--- src/rtl/uart_pkg.sv ---
// Shared types and constants for the 8N1 UART link.
package uart_pkg;

  localparam int DATA_BITS = 8;

  typedef enum logic [1:0] {
    R_IDLE  = 2'd0,
    R_START = 2'd1,
    R_DATA  = 2'd2,
    R_STOP  = 2'd3
  } rx_state_t;

  typedef enum logic [1:0] {
    T_IDLE  = 2'd0,
    T_START = 2'd1,
    T_DATA  = 2'd2,
    T_STOP  = 2'd3
  } tx_state_t;

endpackage

--- src/rtl/uart_bit_timer.sv ---
// Load-able down-counter; tick is high in the cycle before the count expires,
// so an FSM acting on tick does so exactly load_val edges after the load.
module uart_bit_timer #(
  parameter int WIDTH = 11
) (
  input  logic             clk,
  input  logic             rst_l,
  input  logic             load,
  input  logic [WIDTH-1:0] load_val,
  output logic             tick
);

  logic [WIDTH-1:0] count_r;
  logic [WIDTH-1:0] count_next_s;
  logic             tick_r;

  // Next count: reload wins, otherwise count down and park at zero.
  always_comb begin
    if (load) begin
      count_next_s = load_val;
    end else if (count_r != {WIDTH{1'b0}}) begin
      count_next_s = count_r - WIDTH'(1);
    end else begin
      count_next_s = count_r;
    end
  end

  // Counter and registered tick.
  always_ff @(posedge clk or negedge rst_l) begin
    if (!rst_l) begin
      count_r <= {WIDTH{1'b0}};
      tick_r  <= 1'b0;
    end else begin
      count_r <= count_next_s;
      tick_r  <= (count_next_s == WIDTH'(1));
    end
  end

  assign tick = tick_r;

endmodule

--- src/rtl/uart_link.sv ---
// Full-duplex 8N1 UART: independent RX (with one-entry holding register)
// and TX engines, each paced by its own uart_bit_timer.
module uart_link
  import uart_pkg::*;
#(
  parameter int CLKS_PER_BIT = 868
) (
  input  logic                 clk,
  input  logic                 rst_l,
  input  logic                 rx,
  output logic                 tx,
  output logic [DATA_BITS-1:0] rx_data,
  output logic                 rx_valid,
  input  logic                 rx_ready,
  output logic                 rx_frame_err,
  output logic                 rx_overrun,
  input  logic [DATA_BITS-1:0] tx_data,
  input  logic                 tx_valid,
  output logic                 tx_ready
);

  localparam int              TW       = $clog2(CLKS_PER_BIT) + 1;
  localparam logic [TW-1:0]   FULL_BIT = TW'(CLKS_PER_BIT);
  localparam logic [TW-1:0]   HALF_BIT = TW'(CLKS_PER_BIT / 2);
  localparam logic [2:0]      LAST_BIT = 3'(DATA_BITS - 1);

  logic                 rx_meta_r, rx_sync_r, rx_prev_r;
  logic [2:0]           rx_fill_r;
  rx_state_t            rx_state_r;
  logic [2:0]           rx_bit_cnt_r;
  logic [DATA_BITS-1:0] rx_shift_r;
  logic [DATA_BITS-1:0] rx_data_r;
  logic                 rx_valid_r, rx_frame_err_r, rx_overrun_r;
  logic                 rx_load_s, rx_tick_s, rx_fall_s;
  logic                 rx_good_s, rx_bad_s, rx_consume_s;
  logic [TW-1:0]        rx_load_val_s;

  tx_state_t            tx_state_r;
  logic [2:0]           tx_bit_cnt_r;
  logic [DATA_BITS-1:0] tx_shift_r;
  logic                 tx_r, tx_ready_r;
  logic                 tx_load_s, tx_tick_s, tx_accept_s;

  // Synchronizer plus fill marker: edges are only trusted once prev holds a real line sample.
  always_ff @(posedge clk or negedge rst_l) begin
    if (!rst_l) begin
      rx_meta_r <= 1'b1;
      rx_sync_r <= 1'b1;
      rx_prev_r <= 1'b1;
      rx_fill_r <= 3'b000;
    end else begin
      rx_meta_r <= rx;
      rx_sync_r <= rx_meta_r;
      rx_prev_r <= rx_sync_r;
      rx_fill_r <= {rx_fill_r[1:0], 1'b1};
    end
  end

  assign rx_fall_s    = rx_fill_r[2] && rx_prev_r && !rx_sync_r;
  assign rx_good_s    = (rx_state_r == R_STOP) && rx_tick_s && rx_sync_r;
  assign rx_bad_s     = (rx_state_r == R_STOP) && rx_tick_s && !rx_sync_r;
  assign rx_consume_s = rx_valid_r && rx_ready;

  // RX timer reload: half a bit to the start mid-point, then whole bits.
  always_comb begin
    rx_load_s     = 1'b0;
    rx_load_val_s = FULL_BIT;
    case (rx_state_r)
      R_IDLE: begin
        if (rx_fall_s) begin
          rx_load_s     = 1'b1;
          rx_load_val_s = HALF_BIT;
        end else begin
          rx_load_s = 1'b0;
        end
      end
      R_START: begin
        if (rx_tick_s && !rx_sync_r) rx_load_s = 1'b1;
        else                         rx_load_s = 1'b0;
      end
      R_DATA: begin
        if (rx_tick_s) rx_load_s = 1'b1;
        else           rx_load_s = 1'b0;
      end
      R_STOP:  rx_load_s = 1'b0;
      default: rx_load_s = 1'b0;
    endcase
  end

  uart_bit_timer #(.WIDTH(TW)) u_rx_timer (
    .clk      (clk),
    .rst_l    (rst_l),
    .load     (rx_load_s),
    .load_val (rx_load_val_s),
    .tick     (rx_tick_s)
  );

  // RX frame FSM.
  always_ff @(posedge clk or negedge rst_l) begin
    if (!rst_l) begin
      rx_state_r   <= R_IDLE;
      rx_bit_cnt_r <= 3'd0;
      rx_shift_r   <= {DATA_BITS{1'b0}};
    end else begin
      case (rx_state_r)
        R_IDLE: begin
          if (rx_fall_s) begin
            rx_state_r   <= R_START;
            rx_bit_cnt_r <= 3'd0;
          end
        end
        R_START: begin
          if (rx_tick_s) rx_state_r <= rx_sync_r ? R_IDLE : R_DATA;
        end
        R_DATA: begin
          if (rx_tick_s) begin
            rx_shift_r <= {rx_sync_r, rx_shift_r[DATA_BITS-1:1]};
            if (rx_bit_cnt_r == LAST_BIT) begin
              rx_state_r   <= R_STOP;
              rx_bit_cnt_r <= 3'd0;
            end else begin
              rx_bit_cnt_r <= rx_bit_cnt_r + 3'd1;
            end
          end
        end
        R_STOP: begin
          if (rx_tick_s) rx_state_r <= R_IDLE;
        end
        default: rx_state_r <= R_IDLE;
      endcase
    end
  end

  // Holding register: a new byte is accepted only into an empty or draining slot.
  always_ff @(posedge clk or negedge rst_l) begin
    if (!rst_l) begin
      rx_data_r      <= {DATA_BITS{1'b0}};
      rx_valid_r     <= 1'b0;
      rx_frame_err_r <= 1'b0;
      rx_overrun_r   <= 1'b0;
    end else begin
      rx_frame_err_r <= rx_bad_s;
      rx_overrun_r   <= rx_good_s && rx_valid_r && !rx_ready;
      if (rx_good_s && (!rx_valid_r || rx_ready)) begin
        rx_data_r  <= rx_shift_r;
        rx_valid_r <= 1'b1;
      end else if (rx_consume_s) begin
        rx_valid_r <= 1'b0;
      end
    end
  end

  assign tx_accept_s = tx_valid && tx_ready_r;

  // TX timer reload at frame accept and at every bit boundary except the stop end.
  always_comb begin
    tx_load_s = 1'b0;
    if (tx_accept_s) begin
      tx_load_s = 1'b1;
    end else if (tx_tick_s && (tx_state_r == T_START || tx_state_r == T_DATA)) begin
      tx_load_s = 1'b1;
    end else begin
      tx_load_s = 1'b0;
    end
  end

  uart_bit_timer #(.WIDTH(TW)) u_tx_timer (
    .clk      (clk),
    .rst_l    (rst_l),
    .load     (tx_load_s),
    .load_val (FULL_BIT),
    .tick     (tx_tick_s)
  );

  // TX frame FSM; the byte is captured at accept so later tx_data changes are ignored.
  always_ff @(posedge clk or negedge rst_l) begin
    if (!rst_l) begin
      tx_state_r   <= T_IDLE;
      tx_bit_cnt_r <= 3'd0;
      tx_shift_r   <= {DATA_BITS{1'b0}};
      tx_r         <= 1'b1;
      tx_ready_r   <= 1'b1;
    end else begin
      case (tx_state_r)
        T_IDLE: begin
          if (tx_accept_s) begin
            tx_shift_r   <= tx_data;
            tx_r         <= 1'b0;
            tx_bit_cnt_r <= 3'd0;
            tx_state_r   <= T_START;
            tx_ready_r   <= 1'b0;
          end
        end
        T_START: begin
          if (tx_tick_s) begin
            tx_r       <= tx_shift_r[0];
            tx_shift_r <= {1'b0, tx_shift_r[DATA_BITS-1:1]};
            tx_state_r <= T_DATA;
          end
        end
        T_DATA: begin
          if (tx_tick_s) begin
            if (tx_bit_cnt_r == LAST_BIT) begin
              tx_r       <= 1'b1;
              tx_state_r <= T_STOP;
            end else begin
              tx_r         <= tx_shift_r[0];
              tx_shift_r   <= {1'b0, tx_shift_r[DATA_BITS-1:1]};
              tx_bit_cnt_r <= tx_bit_cnt_r + 3'd1;
            end
          end
        end
        T_STOP: begin
          if (tx_tick_s) begin
            tx_state_r <= T_IDLE;
            tx_ready_r <= 1'b1;
          end
        end
        default: begin
          tx_state_r <= T_IDLE;
          tx_ready_r <= 1'b1;
          tx_r       <= 1'b1;
        end
      endcase
    end
  end

  assign tx           = tx_r;
  assign tx_ready     = tx_ready_r;
  assign rx_data      = rx_data_r;
  assign rx_valid     = rx_valid_r;
  assign rx_frame_err = rx_frame_err_r;
  assign rx_overrun   = rx_overrun_r;

endmodule

--- config.mk ---
export PLATFORM = sky130hd
export DESIGN_NAME = uart_link
export DESIGN_NICKNAME = d
export VERILOG_FILES = /design/src/rtl/uart_pkg.sv /design/src/rtl/uart_bit_timer.sv /design/src/rtl/uart_link.sv
export SDC_FILE = /design/constraint.sdc
export NUM_CORES = 1
export LEC_CHECK = 0
export BUFFER_PORTS_ARGS = -buffer_cell sky130_fd_sc_hd__buf_2
export CORE_AREA = 2 2 58 115
export CTS_CLUSTER_SIZE = 12
export DETAILED_ROUTE_END_ITERATION = 10
export DIE_AREA = 0 0 60 117
export GPL_TIMING_DRIVEN = 0
export PLACE_DENSITY_LB_ADDON = 0.05
export SLEW_MARGIN = 20
export SYNTH_ARGS = -nofsm -noshare
export SYNTH_HDL_FRONTEND = slang
export SYNTH_SLANG_ARGS = --single-unit
--- constraint.sdc ---
create_clock -name clk -period 4.02 [get_ports clk]
set_input_delay 0 -clock clk [delete_from_list [all_inputs] [get_ports clk]]
set_output_delay 0 -clock clk [all_outputs]
set_load 0.02 [all_outputs]
== After elaboration in Yosys (flattened, before gate mapping) ==
Index checks and enable logic that the tools add are counted.

* Add/subtract/negate cells: 4
* Multipliers: 0
* Divide/modulo/power cells: 0
* Order comparisons: 0
* Equality and inequality tests: 21
* Shift-type cells: 0
* Multiplexer cells: 47
* Bitwise logic cells: 0
* Reductions and logical operators: 34

{| class="wikitable"
|+ Operators with widths
! kind !! number
|-
| $mux 11 || 4
|-
| $mux 8 || 4
|-
| $pmux 8 s3 || 1
|-
| $eq 11x1->1 const B || 2
|-
| $mux 2 || 11
|-
| $reduce_bool 11->1 || 2
|-
| $sub 11x1->11 const B || 2
|-
| $mux 10 || 2
|-
| $mux 3 || 6
|-
| $pmux 2 s4 || 2
|-
| $reduce_and 5->1 || 3
|-
| $ne 2x1->1 const B || 7
|-
| $logic_and 1x1->1 || 12
|-
| $mux 1 || 12
|-
| $pmux 3 s2 || 2
|-
| $eq 2x2->1 const B || 4
|-
| $ne 2x2->1 const B || 4
|-
| $reduce_and 4->1 || 2
|-
| $reduce_bool 2->1 || 4
|-
| $add 3x1->3 const B || 2
|-
| $eq 3x3->1 const B || 2
|-
| $reduce_and 3->1 || 2
|-
| $eq 2x1->1 const B || 2
|-
| $logic_not 2->1 || 2
|-
| other kinds (7) || 10
|}

* Flip-flop bits (word level): 69
* Latch bits: 0
* Bits in writable memories: 0
* Bits in read-only memories: 0
* Input port bits: 13
* Output and inout port bits: 13
* Memories kept: 0

== Depth between registers and ports, before layout ==
* Word-level depth: 7
* Mapped depth: 9
* Gate-level depth less buffers: 7

== By module ==
From an unflattened synthesis, not the netlist that was laid out.

* Cells, all modules: 328
* Area total of the unflattened synthesis: 3,671.0 um^2

{| class="wikitable"
|+ Modules (own cells, without submodules)
! module !! instances !! cells an instance !! area each (um^2) !! seq. area each (um^2)
|-
| uart_link || 1 || 162 || 2,107.0 || 1,132.3
|-
| uart_bit_timer || 2 || 83 || 782.0 || 300.3
|}

== Worst setup path before layout ==
No wires, ideal clock.

* Path kind: register -> register
* Start: register u_tx_timer.count_r[5]
* End: register u_tx_timer.tick_r (netlist: u_tx_timer.tick)
* Setup time: 0.096 ns
* Arrival time: 2.248 ns
* Required time: 3.924 ns
* Setup slack: 1.677 ns
* Stages on the path, launching flop included: 6
* Period minus slack after synthesis: 2.343 ns
* Cell sequence: dfrtp_1 or4_1 or4_1 mux2i_1 or4_1 nor4_2

* Longest elaborated chain between the ends: 4

{| class="wikitable"
|+ RTL lines
! what !! line !! source
|-
| start, declared || uart_bit_timer.sv:13 || <nowiki>logic [WIDTH-1:0] count_r;</nowiki>
|-
| start signal, assigned || uart_bit_timer.sv:31 || <nowiki>count_r <= {WIDTH{1'b0}};</nowiki>
|-
| start signal, assigned || uart_bit_timer.sv:34 || <nowiki>count_r <= count_next_s;</nowiki>
|-
| $sub 11x1->11 or $reduce_bool 11->1 (tied branches) || uart_bit_timer.sv:22, uart_bit_timer.sv:21 ||
|-
| $mux 11 * || uart_bit_timer.sv:21 || <nowiki>end else if (count_r != {WIDTH{1'b0}}) begin</nowiki>
|-
| $mux 11 * || uart_bit_timer.sv:19 || <nowiki>if (load) begin</nowiki>
|-
| $eq 11x1->1 * || uart_bit_timer.sv:35 || <nowiki>tick_r <= (count_next_s == WIDTH'(1));</nowiki>
|-
| end signal, assigned || uart_bit_timer.sv:35 ||
|-
| end, declared || uart_bit_timer.sv:15 || <nowiki>logic tick_r;</nowiki>
|}

Every way passes the cells marked *; elsewhere a longest branch is shown, timed or not.
A chain may end at the register's enable or synchronous reset.

== Final worst setup path ==
Ends and elaborated chain as after synthesis.

==> results.yml <==
place:
  place_hpwl_um: 4220
  gp_congestion: 0.857
  io_buffers: 25
  placedCellCount: 424
power:
  peakVddDrop_v: 0.000414
  power_leakage_nw: 1.87
  p_per_area_mw_per_mm2: 681
  fin_total_pwr_mw: 2.76
worst_setup_path:
  r2r_cells: 5
  cp_max_fo: 5
  startpoint_type: "register"
  required_ns: 4.26
  path_cells: "or4_1, or4_1, mux2i_1, or4_1, nor4_2"
  r2r_start: "u_tx_timer.count_r[5]"
  cpPeakStageDelay_ns: 0.65
  critical_path.most_common_cell: "or4_1"
  reg2reg_slack_ns: 1.52
  crit_start: "u_tx_timer.count_r[5]"
  worstSetupPathType: "reg -> reg"
  slowest_stage: "or4_1"
  crit_path_end_kind: "register"
  worstReg2RegEnd: "u_tx_timer.tick"
  critPathArrivalTime_ns: 2.74
timing:
  tns_ns: 0
  setup_violations: 0
  fmaxAchievable_ghz: 0.400
  holdWs_ns: 0.106
  fin_crit_sh_pct: 62.2
  skew_ns: 0.00503
  slew_viol_final: 0
  finalHoldViolCount: 0
  tightest_slew_ns: 0.902
  period_needed_ns: 2.50
  rsz0062_at_grt: "no"
  max_slew_margin_pct: 39.4
global_route:
  overflow: 0
  antenna_found_initial: 0
  grt_pass1_wl_um: 10400
  grt_max_degree: 47
  grt.total_usage_pct: 19.6
  first_global_vias: 2302
synth:
  synth_nets: 336
  ys_seq_elements: 69
  syn_area_mm2: 0.00331
  synthArstFlopShare_pct: 100
  ys_types: 54
  muxShareOfSynthArea_pct: 7.12
  synth_ff_type: "dfrtp_1"
  yosysWarningCount: 0
  synth_top_family_by_area: "simple AND/OR/NAND/NOR gates"
  synthXorXnorAreaFrac_pct: 2.91
  synth_edf_count: 0
  synth_compound_area_share_pct: 13.3
  netlist_instances: 312
  synth_fa_ha_area_share_pct: 4.16
  yosys.area_share.simple_pct: 17.3
  yosysSeqAreaShare_pct: 52.4
  syn_avg_cell_area_um2: 10.6
die:
  num_io_pins: 26
  dieArea_mm2: 0.00702
  initial_utilization_pct: 53.3
  chipWidth_um: 60
  coreArea_mm2: 0.00621
  fp.dieH_um: 117
  rows: 41
layout:
  layout_commonest_cell: "dfrtp_1"
  syn2layout_area_growth_pct: 22.4
  fin_cells: 452
  fill_cells: 502
  layout-drive-gt1-share_pct: 18.9
  n_antenna_cell: 0
  final_core_util_pct: 65.2
  layout_common_cells: "dfrtp_1, nand2_1, buf_2, o21ai_0, nor2_1"
  finalNetCount: 385
status:
  outcome: "complete, no violations"
clock_network:
  cts_root_buffer: "clkbuf_16"
  cts_tree: "done"
  clockBufferDepth: 2
  htreeDepth: 3
  cts_buffers: 9
  clk_pin_slew_worst_paths_ns: 0.05
  cts_resized: 0
  clk_latency_ns: 0.34
  clock-sinks: 69
drt:
  post_drt_via_cell_ratio: 5.41
  post_drt_wl_per_cell_um: 13.4
  final_antenna_net_count: 0
  drt_iter0_drc: 106
  route.vias.total: 2445
  wl_um: 6060
  drc_errors: 0
  drt_first_pass_iters: 4
hold_path:
  hp-class: "in -> async"
job:
  maxCapViolations: 0
-- logic make-up (layout without fill, tap and decap cells) --
group                    Yosys count  in the layout
AND/OR/NAND/NOR                  109            109
adder cells (fa/ha/maj)           11             11
multiplexers                      22             22
other                              1              1
flip-flops                        69             69
AO/OA/AOI/OAI                     66             66
XOR/XNOR                          11             11
buffers and inverters             23             77
-- worst max-delay path, delay by kind of cell (launching register included) --
family,cells,cell delay (ns)
muxes,1,0.15
DFF,1,0.42
and+or+nand+nor,4,1.83
-- per-layer routing --
layer	GRT usage, %	vias up	wire (um)
met5	0	-	0
met4	10.2	0	155
met3	4.95	12	217
met2	28.0	41	2760
met1	27.1	1165	2920
li1	-	1227	-
-- what timing repair did --
action | CTS | global route
buffers inserted | 0 | 0
hold buffers | 12 | 0
hold endpoints to repair | 76 | 0
-- how the worst max path moves through the flow --
stage | endpoint | slack (ns) | cells past startpoint
4_1_cts | u_tx_timer.tick | 1.54 | 5
3_5_place_dp | u_tx_timer.tick | 1.55 | 5
2_1_floorplan | u_tx_timer.tick | 1.68 | 5
3_3_place_gp | u_tx_timer.tick | 1.58 | 5
6_report | u_tx_timer.tick | 1.52 | 5
5_1_grt | u_rx_timer.tick | 1.40 | 7
-- sequential cells by signal, summed over array words and instances, names as in the netlist, named ones only --
signal and count:
u_rx_timer.count_r 11, u_tx_timer.count_r 11, rx_data 8, rx_shift_r 8, tx_shift_r 8, rx_bit_cnt_r 3, rx_fill_r 3, tx_bit_cnt_r 3
tx_state_r 2, rx_frame_err 1, rx_meta_r 1, rx_overrun 1, rx_prev_r 1, rx_state_r 1, rx_sync_r 1, rx_valid 1
tx 1, tx_ready 1, u_rx_timer.tick 1, u_tx_timer.tick 1
-- cells in the mapped netlist, drive strengths merged, types with 6 or more instances --
library cell	n	share of area, %
a21oi	10	1.5
clkbuf	7	0.79
dfrtp	64	48
ha	11	4.2
inv	14	1.6
mux2	12	4.1
mux2i	10	3.0
nand2	49	5.6
nor2	17	1.9
nor4	7	2.0
o21ai	24	3.6
or4	6	1.5
xnor2	10	2.6
-- layout make-up --
class | instances | area (um^2) | share of cell area, %
inverters | 14 | 52.6 | 1.30
flip-flops and latches | 69 | 1730 | 42.8
multi-input cells | 220 | 1480 | 36.7
well taps | 86 | 108 | 2.66
clock buffers | 11 | 253 | 6.24
clock inverters | 5 | 106 | 2.63
plain buffers | 9 | 36.3 | 0.896
repair buffers | 38 | 275 | 6.80
-- report_power, final --
| part | switching, mW | total [mW] | internal, mW |
|---|---|---|---|
| Sequential | 0.161 | 1.01 | 0.848 |
| Clock | 0.289 | 0.929 | 0.640 |
| Combinational | 0.445 | 0.817 | 0.372 |
-- per-stage QoR --
step	area [um^2]	setup slack (ns)
2_1_floorplan	3310	1.68
3_3_place_gp	3540	1.58
3_5_place_dp	3570	1.55
4_1_cts	4050	1.54
5_1_grt	4050	1.40
6_report	4050	1.52
No activity file was read; power rests on OpenSTA's default activity.
